===== config.mk =====
export PLATFORM = sky130hd
export DESIGN_NAME = vga_timing_gen
export DESIGN_NICKNAME = d
export VERILOG_FILES = /design/src/rtl/vga_timing_gen.sv
export SDC_FILE = /design/constraint.sdc
export NUM_CORES = 1
export LEC_CHECK = 0
export CORE_MARGIN = 2
export CORE_UTILIZATION = 37
export CTS_CLUSTER_DIAMETER = 120
export DETAILED_ROUTE_END_ITERATION = 6
export PLACE_DENSITY = 0.6
export SYNTH_ARGS = -nofsm -noshare
export SYNTH_HDL_FRONTEND = slang
export SYNTH_SLANG_ARGS = --single-unit

===== constraint.sdc =====
create_clock -name clk -period 1.8 [get_ports clk]
set_input_delay 0.18 -clock clk [delete_from_list [all_inputs] [get_ports clk]]
set_output_delay 0.18 -clock clk [all_outputs]
set_load 0.05 [all_outputs]

===== src/rtl/vga_timing_gen.sv =====
// vga_timing_gen: VGA-style raster timing generator.
//
// A clock divider produces a one-clk pixel enable (p_tick). The horizontal
// and vertical counters advance on p_tick. hsync, vsync, video_on,
// line_start and frame_start are all registered from the next-state counter
// values, so they line up with pixel_x/pixel_y in the same clk.
//
// Ports:
//   clk          system clock; all state changes on its rising edge
//   rst          asynchronous active-high reset
//   p_tick       one-clk pixel enable
//   pixel_x/y    horizontal / vertical position counters (CW bits)
//   hsync/vsync  sync outputs; the active level is set by HSYNC_POL/VSYNC_POL
//   video_on     high inside the active display area
//   line_start   one-clk pulse in the clk where pixel_x wraps to 0
//   frame_start  one-clk pulse in the clk where both counters wrap to 0
//   frame_count  16-bit frame counter; present only with VGA_TIMING_FRAME_CNT_EN
//
// Optional feature macro: VGA_TIMING_FRAME_CNT_EN
module vga_timing_gen #(
  parameter int H_DISPLAY = 640,
  parameter int H_FRONT   = 16,
  parameter int H_SYNC    = 96,
  parameter int H_BACK    = 48,
  parameter int V_DISPLAY = 480,
  parameter int V_FRONT   = 10,
  parameter int V_SYNC    = 2,
  parameter int V_BACK    = 33,
  parameter int CLK_DIV   = 2,
  parameter int HSYNC_POL = 0,
  parameter int VSYNC_POL = 0,
  parameter int CW        = 10
) (
  input  logic          clk,
  input  logic          rst,
  output logic          p_tick,
  output logic [CW-1:0] pixel_x,
  output logic [CW-1:0] pixel_y,
  output logic          hsync,
  output logic          vsync,
  output logic          video_on,
  output logic          line_start,
`ifdef VGA_TIMING_FRAME_CNT_EN
  output logic [15:0]   frame_count,
`endif
  output logic          frame_start
);

  localparam int H_TOTAL = H_DISPLAY + H_FRONT + H_SYNC + H_BACK;
  localparam int V_TOTAL = V_DISPLAY + V_FRONT + V_SYNC + V_BACK;
  localparam int DW      = (CLK_DIV > 1) ? $clog2(CLK_DIV) : 1;

  localparam logic [DW-1:0] DIV_LAST = DW'(CLK_DIV - 1);
  localparam logic [CW-1:0] H_LAST   = CW'(H_TOTAL - 1);
  localparam logic [CW-1:0] V_LAST   = CW'(V_TOTAL - 1);
  localparam logic [CW-1:0] H_ACT    = CW'(H_DISPLAY);
  localparam logic [CW-1:0] V_ACT    = CW'(V_DISPLAY);
  localparam logic [CW-1:0] H_SS     = CW'(H_DISPLAY + H_FRONT);
  localparam logic [CW-1:0] H_SE     = CW'(H_DISPLAY + H_FRONT + H_SYNC);
  localparam logic [CW-1:0] V_SS     = CW'(V_DISPLAY + V_FRONT);
  localparam logic [CW-1:0] V_SE     = CW'(V_DISPLAY + V_FRONT + V_SYNC);
  localparam logic          HS_ON    = (HSYNC_POL != 0);
  localparam logic          VS_ON    = (VSYNC_POL != 0);

  logic [DW-1:0] div_q, div_d;
  logic          p_tick_q, p_tick_d;
  logic [CW-1:0] x_q, x_d, y_q, y_d;
  logic          hsync_q, hsync_d, vsync_q, vsync_d;
  logic          video_on_q, video_on_d;
  logic          line_start_q, line_start_d;
  logic          frame_start_q, frame_start_d;
`ifdef VGA_TIMING_FRAME_CNT_EN
  logic [15:0]   frame_count_q, frame_count_d;
`endif

  always_comb begin
    // p_tick is registered from the next divider value, so it is high in
    // exactly the clk where div_q == CLK_DIV-1; with CLK_DIV=1 it stays high.
    div_d         = (div_q == DIV_LAST) ? '0 : div_q + DW'(1);
    p_tick_d      = (div_d == DIV_LAST);
    x_d           = x_q;
    y_d           = y_q;
    line_start_d  = 1'b0;
    frame_start_d = 1'b0;
    if (p_tick_q) begin
      if (x_q == H_LAST) begin
        x_d          = '0;
        line_start_d = 1'b1;
        if (y_q == V_LAST) begin
          y_d           = '0;
          frame_start_d = 1'b1;
        end else begin
          y_d = y_q + CW'(1);
        end
      end else begin
        x_d = x_q + CW'(1);
      end
    end
    hsync_d    = ((x_d >= H_SS) && (x_d < H_SE)) ? HS_ON : ~HS_ON;
    vsync_d    = ((y_d >= V_SS) && (y_d < V_SE)) ? VS_ON : ~VS_ON;
    video_on_d = (x_d < H_ACT) && (y_d < V_ACT);
`ifdef VGA_TIMING_FRAME_CNT_EN
    frame_count_d = frame_start_d ? frame_count_q + 16'd1 : frame_count_q;
`endif
  end

  always_ff @(posedge clk or posedge rst) begin
    if (rst) begin
      div_q         <= '0;
      p_tick_q      <= 1'b0;
      x_q           <= '0;
      y_q           <= '0;
      hsync_q       <= ~HS_ON;
      vsync_q       <= ~VS_ON;
      video_on_q    <= 1'b0;
      line_start_q  <= 1'b0;
      frame_start_q <= 1'b0;
`ifdef VGA_TIMING_FRAME_CNT_EN
      frame_count_q <= '0;
`endif
    end else begin
      div_q         <= div_d;
      p_tick_q      <= p_tick_d;
      x_q           <= x_d;
      y_q           <= y_d;
      hsync_q       <= hsync_d;
      vsync_q       <= vsync_d;
      video_on_q    <= video_on_d;
      line_start_q  <= line_start_d;
      frame_start_q <= frame_start_d;
`ifdef VGA_TIMING_FRAME_CNT_EN
      frame_count_q <= frame_count_d;
`endif
    end
  end

  assign p_tick      = p_tick_q;
  assign pixel_x     = x_q;
  assign pixel_y     = y_q;
  assign hsync       = hsync_q;
  assign vsync       = vsync_q;
  assign video_on    = video_on_q;
  assign line_start  = line_start_q;
  assign frame_start = frame_start_q;
`ifdef VGA_TIMING_FRAME_CNT_EN
  assign frame_count = frame_count_q;
`endif

endmodule


* After elaboration in Yosys (flattened, before gate mapping)
Cells that the tools add are included.
Word-level totals: register bits after elaboration 26, input bits 2, output and inout port bits 26, word-level logic and storage cells 35
Operators by class: $add $sub $neg 3, $lt $le $gt $ge 6, equal/unequal tests 2, mux-type cells 13, reduce and logical (&&, ||, !) cells 3
Operator list (number):
- $mux 10 | 5
- $add 10x1->10 const B | 2
- $eq 10x10->1 const B | 2
- $lt 10x10->1 const B | 2
- $lt 10x9->1 const B | 2
- $ge 10x10->1 const B | 1
- $ge 10x9->1 const B | 1
- $mux 1 | 8
- $logic_and 1x1->1 | 3
- $add 1x1->1 const B | 1

* Depth between registers and ports, before layout
word-level depth 7, depth in mapped cells 8, depth with buffers taken out 8

* Least setup slack after synthesis
Ideal clock, no wire load.
path type register -> register, from reg x_q[0], in the netlist pixel_x[0], to reg vsync_q, in the netlist vsync, arrival 2.085 ns, required time 1.704 ns, setup slack -0.380 ns, stages on the path, launching flop included 8, path buffers 0, period minus slack after synthesis 2.180 ns, path through dfrtp_1 ha_1 nand4_4 nor3_4 and3_4 xor2_2 and4_1 nand4b_1
Between the ends: word-level cells in the longest chain between the ends 6
RTL lines:
- from (decl) | RTL line 67 | logic [CW-1:0] x_q, x_d, y_q, y_d;
- from (signal assigned) | RTL line 111 | x_q <= '0;
- from (signal assigned) | RTL line 124 | x_q <= x_d;
- $eq 10x10->1 (*) | RTL line 86 | if (x_q == H_LAST) begin
- $mux 10 (*) | RTL line 86
- $mux 10 (*) | RTL line 85 | if (p_tick_q) begin
- via y_d[6] | RTL line 67
- $ge 10x9->1 / $lt 10x9->1 (equally long branches) | RTL line 100 | vsync_d = ((y_d >= V_SS) && (y_d < V_SE)) ? VS_ON : ~VS_ON;
- $logic_and 1x1->1 (*) | RTL line 100
- $mux 1 (*) | RTL line 100
- via vsync_d | RTL line 68 | logic hsync_q, hsync_d, vsync_q, vsync_d;
- to (signal assigned) | RTL line 114 | vsync_q <= ~VS_ON;
- to (signal assigned) | RTL line 127 | vsync_q <= vsync_d;
- to (decl) | RTL line 68
Mark *: on every way through the listed nets, which the timed path passes. The rest lies on a longest branch.

* Worst setup path after layout
from reg y_q[7], in the netlist pixel_y[7], to reg video_on_q, in the netlist video_on
Between the ends: word-level cells in the longest chain between the ends 6
RTL lines:
- from (decl) | RTL line 67
- from (signal assigned) | RTL line 125 | y_q <= y_d;
- $eq 10x10->1 | RTL line 89 | if (y_q == V_LAST) begin
- $mux 10 | RTL line 89
- $mux 10 | RTL line 86
- $mux 10 | RTL line 85
- via y_d[5] | RTL line 67
- $lt 10x9->1 | RTL line 101 | video_on_d = (x_d < H_ACT) && (y_d < V_ACT);
- $logic_and 1x1->1 | RTL line 101
- via video_on_d | RTL line 69 | logic video_on_q, video_on_d;
- to (signal assigned) | RTL line 128 | video_on_q <= video_on_d;
- to (decl) | RTL line 69
The timed path passes the listed nets, and every way through them passes these cells.

==> impl_metrics.toml <==
[global_route]
overflow = 0
grt_use_total_pct = 18.1
grt_max_degree = 27
antenna_found_initial = 0
grt_pass1_wl_mm = 5.93
grt_pass1_vias = 1256

[worst_setup_path]
r2r_end = "video_on"
cp.arrival_ps = 2080
slowest_stage = "or4_4"
worstSetupEndpointType = "flop"
start_kind = "flop"
r2r_start = "pixel_y[7]"
cp.required_ps = 1990
reg2reg_depth = 6
crit_fanout = 4
rrSetupSlack_ps = -90
max_stage_delay_ps = 560
worst-setup-path-type = "reg -> reg"
path_cells = "or4_4 -> nor4_4 -> o21a_1 -> nor2_1 -> and4_4 -> a211oi_2"

[final_layout]
nNetsFinal = 207
regArea_um2 = 666
multi_input_area_um2 = 763
drive_gt1_share_pct = 46.8
fin_cells = 249
syn_to_final_growth_pct = 49.2
num_antenna_cells = 0
fin_area_um2 = 2110
utilization_pct = 57.6
fillerInstances = 318

[place]
dp.cells = 240
portBuffers = 27
placed_area_um2 = 1930
gp_congestion = 0.802
dp_hpwl_mm = 2.60

[clock_tree]
cts_buffer_depth = 2
cts.sinks = 26
numCtsBuffers = 3
clk_pin_slew_ps = 90
cts_max_level = 1
root_buffer = "clkbuf_8"
cts_tree = "built"
worstSkewPairLatency_ps = 270
holdBufCountCts = 0

[sta]
fin_crit_ps = 1890
slew_headroom_pct = 66.3
setup_violations = 2
fin_ws_ps = -86.0
fmax_ghz = 0.530
finClkSkew_ps = 3.37
rsz0062_at_grt = "true"
hold_viol = 0
timing_worst_slew_pin_value_ps = 504
fin_crit_sh_pct = 105
maxSlewViolCount = 0

[run]
drv_cap = 0

[yosys]
async_reset_ff_share_pct = 100
postSynthAreaPerCell_um2 = 10.3
synth.top_cell.area_share_pct = 42.5
ys_types = 45
ys_seq_area_share_pct = 46.2
yosys-top-cells-area = "dfrtp_1, dfstp_2, nand2_1"
synthCells = 137
ys.flop_type = "dfrtp_1"
synth.ff_latch_count = 26
synth_edf_count = 0
yosys_warnings = 0
syn_area_um2 = 1410
yosysTopAreaCell = "dfrtp_1"
synth_nets = 142

[min_path]
worst_hold_path_type = "in -> async"

[routing]
vias_per_cell = 5.14
drtIter0Drc = 55
route.detailed.drc = 0
wire_per_inst_um = 14.2
first_pass_iters = 7
routed_wl_mm = 3.54
ant_nets = 0
vias = 1279

[pwr]
power_leakage_nw = 1.00
peakVddDrop_mv = 0.251
p_per_area_nw_per_um2 = 514

[floorplanning]
rows = 22
core_region_area_um2 = 3660
die_h_um = 65.8
dieArea_um2 = 4330
start_util_pct = 38.6
die_x_um = 65.8
ioPinCount = 28

[status]
status = "finished, violations left"
violations = "negative setup slack"
-- cell usage after synthesis, drive strengths merged (2+ instances only) --
cell    number
buf          3
a31oi        2
o211ai       2
nand2       14
nand4        3
or3          3
a211oi       2
o21a         2
and3         5
xnor2        5
and2         2
ha           3
o21ai       10
nor2         8
nand4b       2
a21oi        5
nand3        8
nor3         6
dfrtp       24
nor4         2
inv          6
xor2         5
dfstp        2
-- worst max-delay path by stage --
stage	from	endpoint	slack, ps
after floorplan	pixel_x[6]	vsync	-190
after global placement	pixel_x[5]	vsync	-130
after detailed placement	pixel_x[5]	vsync	-150
after CTS	pixel_y[7]	video_on	-70
after global routing	pixel_y[7]	vsync	-160
final	pixel_y[7]	video_on	-90
-- cell usage in the layout (no fill, tap or decap), drive strengths merged, types with 5 or more instances in the layout --
| cell type | instances |
|---|---|
| inv | 6 |
| o21ai | 10 |
| buf | 54 |
| clkdlybuf4s50 | 7 |
| nand2 | 14 |
| nor2 | 8 |
| xor2 | 5 |
| dfrtp | 24 |
| nor3 | 6 |
| a21oi | 5 |
| and3 | 5 |
| xnor2 | 5 |
| nand3 | 8 |
-- critical path, delay by kind of cell, from the launching register on --
family	cells	cell delay (ps)
flip-flops	1	410
AO/OA/AOI/OAI	2	350
AND/OR/NAND/NOR	4	1050
-- per-stage QoR --
step                      hold slack (ps)  worst slack, ps  setup TNS (ps)  power (mW)
after floorplan                       218             -194            -606       0.604
after global placement                523             -133            -303       0.611
after detailed placement              530             -149            -406       0.611
after CTS                             268            -71.9            -133        1.10
after global routing                  307             -164            -515        1.13
final                                 259            -86.0            -167        1.08
-- cell families after synthesis --
| family | share of synthesized area [%] |
|---|---|
| xor+xnor | 6.73 |
| flops | 46.2 |
| simple gates | 27.0 |
| fa+ha+maj | 2.66 |
| mux | 1.51 |
| buf+inv | 3.63 |
| compound gates | 12.2 |
-- state kept, by name (all words and copies together), names as in the netlist --
name	flops
p_tick	1
video_on	1
pixel_x	10
hsync	1
frame_start	1
vsync	1
pixel_y	10
line_start	1
-- where the power goes --
part / switching, mW / internal (mW)
combinational: 0.0115 / 0.00348
clock: 0.187 / 0.298
sequential: 0 / 0.584
total: 0.199 / 0.885
-- cell type report --
class	count	share of cell area [%]
Multi-Input combinational cell	100	36.2
Sequential cell	26	31.6
Clock buffer	3	1.96
Inverter	7	1.25
Tap cell	48	2.85
Clock inverter	1	1.43
Timing Repair Buffer	64	24.7
-- routing by layer --
layer	vias to the layer above	track usage (%)	wire (µm)	part of all wire [%]
met5	-	0	0	0
met4	0	7.03	68	1.9
met3	10	2.90	159	4.5
met2	44	28.8	1710	48
met1	604	24.6	1610	45
li1	621	-	-	-
-- timing repair --
item                       4_1_cts  5_1_grt
setup endpoints to repair        6       10
buffers inserted                 3        2
pin swaps                        6        6
resized for setup                4       15
(Power assumes the default switching activity.)
